**config.mk**
```make
export PLATFORM = sky130hd
export DESIGN_NAME = div_unit_flat
export DESIGN_NICKNAME = d
export VERILOG_FILES = /design/src/rtl/div_unit_if.sv /design/src/rtl/div_unit.sv /design/src/flat_wrapper.sv
export SDC_FILE = /design/constraint.sdc
export NUM_CORES = 1
export LEC_CHECK = 0
export CAP_MARGIN = 25
export CORE_MARGIN = 2
export CORE_UTILIZATION = 41
export CTS_BUF_LIST = sky130_fd_sc_hd__clkbuf_4
export DETAILED_ROUTE_END_ITERATION = 8
export PLACE_DENSITY = 0.75
export SETUP_SLACK_MARGIN = 0.15
export SLEW_MARGIN = 20
export SYNTH_ARGS = -nofsm -noshare
export SYNTH_HDL_FRONTEND = slang
export SYNTH_SLANG_ARGS = --single-unit
```
**constraint.sdc**
```tcl
create_clock -name clk -period 1.9 [get_ports clk]
set_input_delay 0.38 -clock clk [delete_from_list [all_inputs] [get_ports clk]]
set_output_delay 0.38 -clock clk [all_outputs]
set_load 0.01 [all_outputs]
```
**src/rtl/div_unit_if.sv**
```systemverilog
// Operand/result handshake bundle for div_unit.
// master drives operands and consumes results; slave is the divider itself.
interface div_unit_if #(
  parameter int DIVIDEND_W = 8,
  parameter int DIVISOR_W  = 4
);
  logic [DIVIDEND_W-1:0] div_in1;
  logic [DIVISOR_W-1:0]  div_in2;
  logic                  in_valid;
  logic                  in_ready;
  logic [DIVIDEND_W-1:0] quotient;
  logic [DIVISOR_W-1:0]  remainder;
  logic                  div_by_zero;
  logic                  out_valid;
  logic                  out_ready;

  modport master (
    output div_in1, div_in2, in_valid, out_ready,
    input  in_ready, quotient, remainder, div_by_zero, out_valid
  );

  modport slave (
    input  div_in1, div_in2, in_valid, out_ready,
    output in_ready, quotient, remainder, div_by_zero, out_valid
  );
endinterface

```
**src/rtl/div_unit.sv**
```systemverilog
// Restoring unsigned divider, one quotient bit per clock: result DIVIDEND_W edges after accept (next edge for /0).
// Accepts only in IDLE; result held in DONE until out_ready, so a stalled consumer blocks new operands.
module div_unit #(
  parameter int DIVIDEND_W = 8,
  parameter int DIVISOR_W  = 4
) (
  input logic       clk,
  input logic       rst,
  div_unit_if.slave bus
);
  localparam int CNT_W = $clog2(DIVIDEND_W + 1);

  typedef enum logic [1:0] {IDLE, RUN, DONE} state_t;

  state_t                state, state_nxt;
  logic [DIVIDEND_W-1:0] q_sr;
  logic [DIVISOR_W-1:0]  dvsr;
  logic [DIVISOR_W-1:0]  p;
  logic [CNT_W-1:0]      cnt;
  logic [DIVIDEND_W-1:0] quotient_q;
  logic [DIVISOR_W-1:0]  rem_q;
  logic                  dbz_q;
  logic                  out_valid_q;

  logic [DIVISOR_W:0]    trial;
  logic                  fits;
  logic [DIVISOR_W-1:0]  p_step;
  logic [DIVIDEND_W-1:0] q_step;
  logic                  accept;
  logic                  last_step;
  logic                  divisor_zero;

  // P < divisor always holds, so P is stored in DIVISOR_W bits; only the trial needs the extra bit.
  always_comb begin
    trial  = {p, q_sr[DIVIDEND_W-1]};
    fits   = (trial >= {1'b0, dvsr});
    p_step = fits ? DIVISOR_W'(trial - {1'b0, dvsr}) : trial[DIVISOR_W-1:0];
    q_step = {q_sr[DIVIDEND_W-2:0], fits};
  end

  assign accept       = (state == IDLE) && bus.in_valid;
  assign last_step    = (state == RUN) && (cnt == CNT_W'(1));
  assign divisor_zero = (bus.div_in2 == '0);

  always_comb begin
    state_nxt = state;
    case (state)
      IDLE:    if (bus.in_valid) state_nxt = divisor_zero ? DONE : RUN;
      RUN:     if (cnt == CNT_W'(1)) state_nxt = DONE;
      DONE:    if (bus.out_ready) state_nxt = IDLE;
      default: state_nxt = IDLE;
    endcase
  end

  always_ff @(posedge clk or negedge rst) begin
    if (!rst) begin
      state       <= IDLE;
      out_valid_q <= 1'b0;
    end else begin
      state       <= state_nxt;
      out_valid_q <= (state_nxt == DONE);
    end
  end

  always_ff @(posedge clk or negedge rst) begin
    if (!rst) begin
      q_sr       <= '0;
      dvsr       <= '0;
      p          <= '0;
      cnt        <= '0;
      quotient_q <= '0;
      rem_q      <= '0;
      dbz_q      <= 1'b0;
    end else if (accept) begin
      q_sr <= bus.div_in1;
      dvsr <= bus.div_in2;
      p    <= '0;
      cnt  <= CNT_W'(DIVIDEND_W);
      if (divisor_zero) begin
        quotient_q <= '1;
        rem_q      <= '0;
        dbz_q      <= 1'b1;
      end else begin
        dbz_q <= 1'b0;
      end
    end else if (state == RUN) begin
      q_sr <= q_step;
      p    <= p_step;
      cnt  <= cnt - CNT_W'(1);
      if (last_step) begin
        quotient_q <= q_step;
        rem_q      <= p_step;
      end
    end
  end

  assign bus.in_ready    = (state == IDLE);
  assign bus.out_valid   = out_valid_q;
  assign bus.quotient    = quotient_q;
  assign bus.remainder   = rem_q;
  assign bus.div_by_zero = dbz_q;
endmodule

```
**src/flat_wrapper.sv**
```systemverilog
// flat-port wrapper written by rule: the top's interface ports become plain ports
module div_unit_flat 
#(
  parameter int DIVIDEND_W = 8,
  parameter int DIVISOR_W  = 4
)
  (clk, rst, bus_div_in1, bus_div_in2, bus_in_valid, bus_out_ready, bus_in_ready, bus_quotient, bus_remainder, bus_div_by_zero, bus_out_valid);
  div_unit_if #(.DIVIDEND_W(DIVIDEND_W), .DIVISOR_W(DIVISOR_W)) bus_i ();
  input logic clk;
  input logic rst;
  input wire logic [$bits(bus_i.div_in1)-1:0] bus_div_in1;
  input wire logic [$bits(bus_i.div_in2)-1:0] bus_div_in2;
  input wire logic [$bits(bus_i.in_valid)-1:0] bus_in_valid;
  input wire logic [$bits(bus_i.out_ready)-1:0] bus_out_ready;
  output wire logic [$bits(bus_i.in_ready)-1:0] bus_in_ready;
  output wire logic [$bits(bus_i.quotient)-1:0] bus_quotient;
  output wire logic [$bits(bus_i.remainder)-1:0] bus_remainder;
  output wire logic [$bits(bus_i.div_by_zero)-1:0] bus_div_by_zero;
  output wire logic [$bits(bus_i.out_valid)-1:0] bus_out_valid;
  assign bus_i.div_in1 = bus_div_in1;
  assign bus_i.div_in2 = bus_div_in2;
  assign bus_i.in_valid = bus_in_valid;
  assign bus_i.out_ready = bus_out_ready;
  assign bus_in_ready = bus_i.in_ready;
  assign bus_quotient = bus_i.quotient;
  assign bus_remainder = bus_i.remainder;
  assign bus_div_by_zero = bus_i.div_by_zero;
  assign bus_out_valid = bus_i.out_valid;
  div_unit #(.DIVIDEND_W(DIVIDEND_W), .DIVISOR_W(DIVISOR_W)) u_core (.clk(clk), .rst(rst), .bus(bus_i));
endmodule
```
Yosys cells after proc, flatten, opt, wreduce, memory -nomap -nowiden
Index checks and enable logic that the tools add are counted.
{"block": "word_totals", "reg_bits": 36, "out_inout_bits": 15}
{"block": "op_classes", "addsub": 2, "n_lt_le_gt_ge": 1, "n_eq_ne": 5, "muxes": 21, "reduce_logical": 7}
{"op": "$mux 8", "count": 6}
{"op": "$mux 4", "count": 9}
{"op": "$mux 2", "count": 4}
{"op": "$pmux 2 s3", "count": 1}
{"op": "$ge 5x4->1", "count": 1}
{"op": "$eq 2x2->1 const B", "count": 2}
{"op": "$eq 4x1->1 const B", "count": 1}
{"op": "$logic_not 4->1", "count": 1}
{"op": "$reduce_bool 2->1", "count": 2}
{"op": "$sub 4x1->4 const B", "count": 1}
{"op": "$sub 4x4->4", "count": 1}
{"op": "$reduce_and 3->1", "count": 1}
{"op": "$eq 2x1->1 const B", "count": 1}
{"op": "$logic_and 1x1->1", "count": 2}
{"op": "$logic_not 2->1", "count": 1}
{"op": "$ne 2x2->1 const B", "count": 1}
{"op": "$mux 1", "count": 1}

Longest topological paths before layout
Gate-level depths: netlist of the first run.
{"block": "logic_depth", "depth_word": 5, "depth_mapped": 7}

Worst setup path after synthesis of the first run
Ideal clock, no wire load.
{"block": "synth_timing", "path_kind": "register -> register", "from": "reg u_core.p[0]", "to": "reg u_core.rem_q[2], in the netlist u_core.bus.remainder[2]", "setup_ps": 126, "t_arrival_ps": 1509, "required_time_ps": 1774, "path_slack_ps": 264, "stages_incl_launch_ff": 6, "path_buffers": 0, "synth_period_minus_slack_ps": 1636, "path_cell_list": "dfrtp_1 -> ha_1 -> nor4_1 -> o21a_1 -> nor4_1 -> a311o_1"}
{"block": "synth_between", "elab_chain_cells": 5}
{"element": "from (decl)", "line": "div_unit.sv:18", "rtl": "logic [DIVISOR_W-1:0] p;"}
{"element": "from (signal assigned)", "line": "div_unit.sv:88", "rtl": "p <= p_step;"}
{"element": "$sub 4x4->4 or $ge 5x4->1 (tied branches)", "line": "div_unit.sv:37, div_unit.sv:36"}
{"element": "$mux 4 *", "line": "div_unit.sv:37", "rtl": "p_step = fits ? DIVISOR_W'(trial - {1'b0, dvsr}) : trial[DIVISOR_W-1:0];"}
{"element": "$mux 4 *", "line": "div_unit.sv:90", "rtl": "if (last_step) begin"}
{"element": "$mux 4 *", "line": "div_unit.sv:86", "rtl": "end else if (state == RUN) begin"}
{"element": "$mux 4 *", "line": "div_unit.sv:74", "rtl": "end else if (accept) begin"}
{"element": "to (signal assigned)", "line": "div_unit.sv:92", "rtl": "rem_q <= p_step;"}
{"element": "to (decl)", "line": "div_unit.sv:21", "rtl": "logic [DIVISOR_W-1:0] rem_q;"}
Mark *: on every way between the ends. The rest lies on a longest branch, timed or not. The select of a mux whose other input is x is not followed.
A chain may end at the register's enable or synchronous reset.

Worst setup path in the final report of the first run
{"block": "layout_timing", "from": "reg u_core.p[1]", "to": "reg u_core.rem_q[2], in the netlist u_core.bus.remainder[2]"}
Same word-level chain as after synthesis.

==> results of run 1 <==
[per-layer routing]
| metal | share of wire, % | routed length, um | vias to the layer above | GRT usage [%] |
|---|---|---|---|---|
| met5 | 0 | 0 | - | 0 |
| met4 | 0.76 | 31 | 0 | 4.49 |
| met3 | 6.0 | 244 | 5 | 4.91 |
| met2 | 48 | 1960 | 37 | 30.2 |
| met1 | 46 | 1870 | 714 | 22.4 |
| li1 | - | - | 749 | - |
[Yosys cell counts (2+ instances only)]
library cell  count  area, um^2
dfrtp_1          36         901
nand2_1          30         113
nor2_1           16        60.1
inv_1            11        41.3
o21ai_0          11        55.1
a21oi_1           9        45.0
o22a_1            7        61.3
a31oi_1           6        37.5
ha_1              6        75.1
nor3_1            6        30.0
buf_2             4        20.0
nand3_1           4        20.0
and3_1            3        18.8
clkbuf_1          3        11.3
nor4_2            3        37.5
a211oi_1          2        15.0
a21o_1            2        15.0
a311o_1           2        20.0
buf_6             2        22.5
nor4_1            2        12.5
o21a_1            2        15.0
o21ai_1           2        10.0
xor2_1            2        17.5
[repair_timing]
action | CTS | global route
gates resized for setup | 7 | 11
hold buffers | 0 | 0
pin swaps | 0 | 7
buffers inserted | 1 | 3
setup endpoints to repair | 7 | 8
[path summary, 6_finish.rpt]
check                                  startpoint                      end  slack, ns
setup / recovery                      u_core.p[1]  u_core.bus.remainder[2]       0.19
hold / removal                                rst           u_core.dvsr[3]       0.45
setup reg to reg                      u_core.p[1]  u_core.bus.remainder[2]       0.19
hold reg to reg            u_core.bus.quotient[1]   u_core.bus.quotient[1]       0.51
max in group asynchronous                     rst          u_core.state[1]       1.11
min in group clk           u_core.bus.quotient[1]   u_core.bus.quotient[1]       0.51
[logic make-up (layout without fill, tap and decap cells)]
logic type,count (synthesis),in the layout,synth area share (%)
DFF,36,36,49.7
buffers and inverters,20,68,5.25
adders and majority gates,7,7,5.25
and+or+nand+nor,72,72,20.4
xor gates and xnor gates,3,3,1.45
AOI/OAI and AO/OA,48,48,17.9
[registers in the layout (all words and copies together) (netlist names), 2 cells and up]
signal,count
u_core.cnt,4
u_core.p,4
u_core.state,2
u_core.bus.quotient,8
u_core.dvsr,4
u_core.bus.remainder,4
u_core.q_sr,8
[area by class of cell]
type	count	area, um^2
clock buffers	5	37.5
clock inverters	3	18.8
fillers	381	1910
inverters	11	41.3
multi-input cells	130	881
flip-flops and latches	36	903
well taps	52	65.1
repair buffers	49	442
[per-stage QoR]
step,setup WS [ns],hold slack [ns]
final,0.188,0.448
after global routing,0.105,0.480
after CTS,0.159,0.459
after detailed placement,-0.0416,0.476
after global placement,-0.0393,0.476
after floorplan,0.264,0.0844
[critical path: cells and delay by family, from the launching register on]
| family | cells | cell delay, ns |
|---|---|---|
| adder cells (fa/ha/maj) | 1 | 0.20 |
| buffers and inverters | 1 | 0.13 |
| flip-flops | 1 | 0.45 |
| AND/OR/NAND/NOR | 2 | 0.27 |
| AO/OA/AOI/OAI | 2 | 0.55 |
[power groups by stage]
| stage | Clock (mW) | Sequential, mW | Combinational, mW |
|---|---|---|---|
| global route | 0.456 | 1.50 | 2.86 |
| global placement | 0 | 1.45 | 2.25 |
| floorplan | 0 | 1.45 | 1.49 |
| CTS | 0.424 | 1.45 | 2.37 |
| detailed placement | 0 | 1.45 | 2.28 |
| finish | 0.412 | 1.46 | 2.55 |
[layout by cell type, fill, tap and decap left out, types with 2 or more instances in the layout]
master / netlist / final
buf_4: 0 / 19
ha_1: 6 / 3
o22a_1: 7 / 7
ha_2: 0 / 2
nor4_2: 3 / 3
clkdlybuf4s50_1: 0 / 29
a21o_1: 2 / 2
nor2_2: 0 / 2
o21ai_0: 11 / 11
and3_1: 3 / 3
nor2_1: 16 / 14
inv_1: 11 / 11
dfrtp_1: 36 / 34
nand3_1: 4 / 4
a211oi_1: 2 / 2
xor2_1: 2 / 2
nor3_1: 6 / 5
a21oi_1: 9 / 8
dfrtp_2: 0 / 2
clkbuf_4: 0 / 5
a31oi_1: 6 / 6
a311o_1: 2 / 2
clkinv_2: 0 / 2
nand2_1: 30 / 29
==> impl_results.rst, run 1 <==
.. list-table::
   :header-rows: 1

   * - Metric
     - Value
   * - Run status
     - finished, final reports clean
   * - First-pass GRT wire length
     - 7010 um
   * - Netlist area before placement
     - 0.00181 mm^2
   * - Nets@finish
     - 256
   * - Fraction of power consumed by combinational cells
     - 57.7%
   * - Synthesized netlist net count
     - 209
   * - Area growth from synthesis to layout
     - 31.8%
   * - Final sum of negative setup slack
     - 0 ns
   * - Utilization after layout
     - 55.6%
   * - Maximum number of pins on one net before global-route repair
     - 37
   * - Worst Tran Pin Value
     - 0.461 ns
   * - Root buffer selected by CTS
     - clkbuf_4
   * - Clock latency reported for the late side of the worst-skew pair
     - 0.35 ns
   * - Core area
     - 0.00429 mm^2
   * - Fraction of registers with async set or reset after synthesis
     - 100%
   * - Required time at the endpoint of the critical path
     - approximately 2.1 ns
   * - Clock Sinks
     - 36
   * - GP Congestion
     - 0.856
   * - Number of buffer cells added on primary ports
     - 30
   * - Cell variety after synth
     - 38
   * - Flop and latch count out of synthesis
     - 36
   * - HPWL after detailed placement
     - 2850 um
   * - Final routed wire length divided by cell count
     - around 14 um
   * - Number of vias per cell after detailed routing
     - 5.26
   * - Remaining routing DRC violations
     - 0
   * - Ant. Diodes
     - 0
   * - Clk pwr share
     - 9.3%
   * - Clock transition at the registers of the reported paths
     - ~0.11 ns
   * - Max Freq
     - 584 MHz
   * - Remaining antenna violation count
     - 0
   * - Placement row count
     - 24
   * - Gate count after technology mapping
     - 186
   * - Power Dens Cells
     - 1850 mW/mm^2
   * - Tot Pwr
     - 4.42 mW
   * - Most used flip-flop cell after synthesis
     - dfrtp_1
   * - Switching pwr
     - 1.90 mW
   * - Chain of cells forming the critical path
     - ha_4 > buf_4 > nor2_2 > o21a_1 > nor4_1 > a311o_1
   * - Non-filler instance count after layout
     - 286
   * - Cell with the biggest individual delay on the critical path
     - dfrtp_1
   * - Sequential-to-total area share from yosys stat
     - 49.7%
   * - Placed cell areas
     - 0.00224 mm^2
   * - Peak supply drop
     - 995 uV
   * - Switching part of the total power
     - 42.9%
   * - Number of global-route vias before repair
     - 1,548
   * - Mean cell area of the mapped netlist
     - between 9 and 10 um^2
   * - Design internal power
     - 2.52 mW
   * - Type of element capturing the critical path
     - flip-flop
   * - Gr ovfl total
     - 0
   * - Yosys Warn Count
     - 0
   * - Remaining max-slew budget at the tightest pin
     - 69.3%
   * - Full die area
     - 0.00497 mm^2
   * - Total wirelength of the detailed-routed design
     - ~4100 um
   * - Cell depth of the worst flop-to-flop path
     - 6
   * - Unrepaired setup endpoints after global routing
     - yes
   * - Total iterations of the first detailed-routing run
     - 4
   * - Final number of setup-violating endpoints
     - 0
   * - Number of clock buffers inserted by TritonCTS
     - 5
   * - Peak fanout along the critical path
     - 5
   * - Clock period minus final worst setup slack
     - roughly 1.7 ns
   * - Number of vias in the routed layout
     - 1,505
   * - Post-synth EDFFs
     - 0
   * - GR Util All Layers
     - 17.8%
   * - Effective utilization at floorplan
     - a little over two fifths
   * - Number of failing hold endpoints at the final stage
     - 0
   * - Deepest clock path buffer count
     - 2
   * - CTS HTree Levels
     - 2
   * - Count of final max-slew check failures
     - 0
   * - CTS tree
     - built
   * - Min-Delay Path Class
     - in2async
   * - Antenna violations before repair
     - 0
   * - First-iteration detailed-routing DRC count
     - 64
   * - Share of the clock period used by the worst path
     - between 90 and 100%
   * - CP peak stage delay
     - about 0.45 ns
   * - Crit start category
     - flip-flop
   * - Placed instance count
     - about 270
   * - Vertical extent of the die
     - between 70 and 80 um
   * - # IOs
     - 31
   * - Die Wd
     - 70.5 um
   * - CP Class
     - reg2reg
   * - Finished Cell Area
     - 0.00239 mm^2
   * - Arrival @ worst endpoint
     - between 1.5 and 2 ns
   * - Share of total power in sequential cells
     - between 30% and 40%
   * - Fraction of final layout cells sized beyond drive strength 1
     - between 20% and 30%
   * - Max-cap violations
     - 0
   * - Clk_skew
     - 0.00783 ns
   * - LEAKAGE
     - 1.05 nW
(Power assumes the default switching activity.)
==> inputs of run 2 (changes only) <==
--- a/config.mk
+++ b/config.mk
@@ -12,7 +12,6 @@
 export DETAILED_ROUTE_END_ITERATION = 8
 export PLACE_DENSITY = 0.75
 export SETUP_SLACK_MARGIN = 0.15
-export SLEW_MARGIN = 20
 export SYNTH_ARGS = -nofsm -noshare
 export SYNTH_HDL_FRONTEND = slang
 export SYNTH_SLANG_ARGS = --single-unit
==> results of run 2 <==
No change in the layout: final DEF, timing and power equal those of run 1.
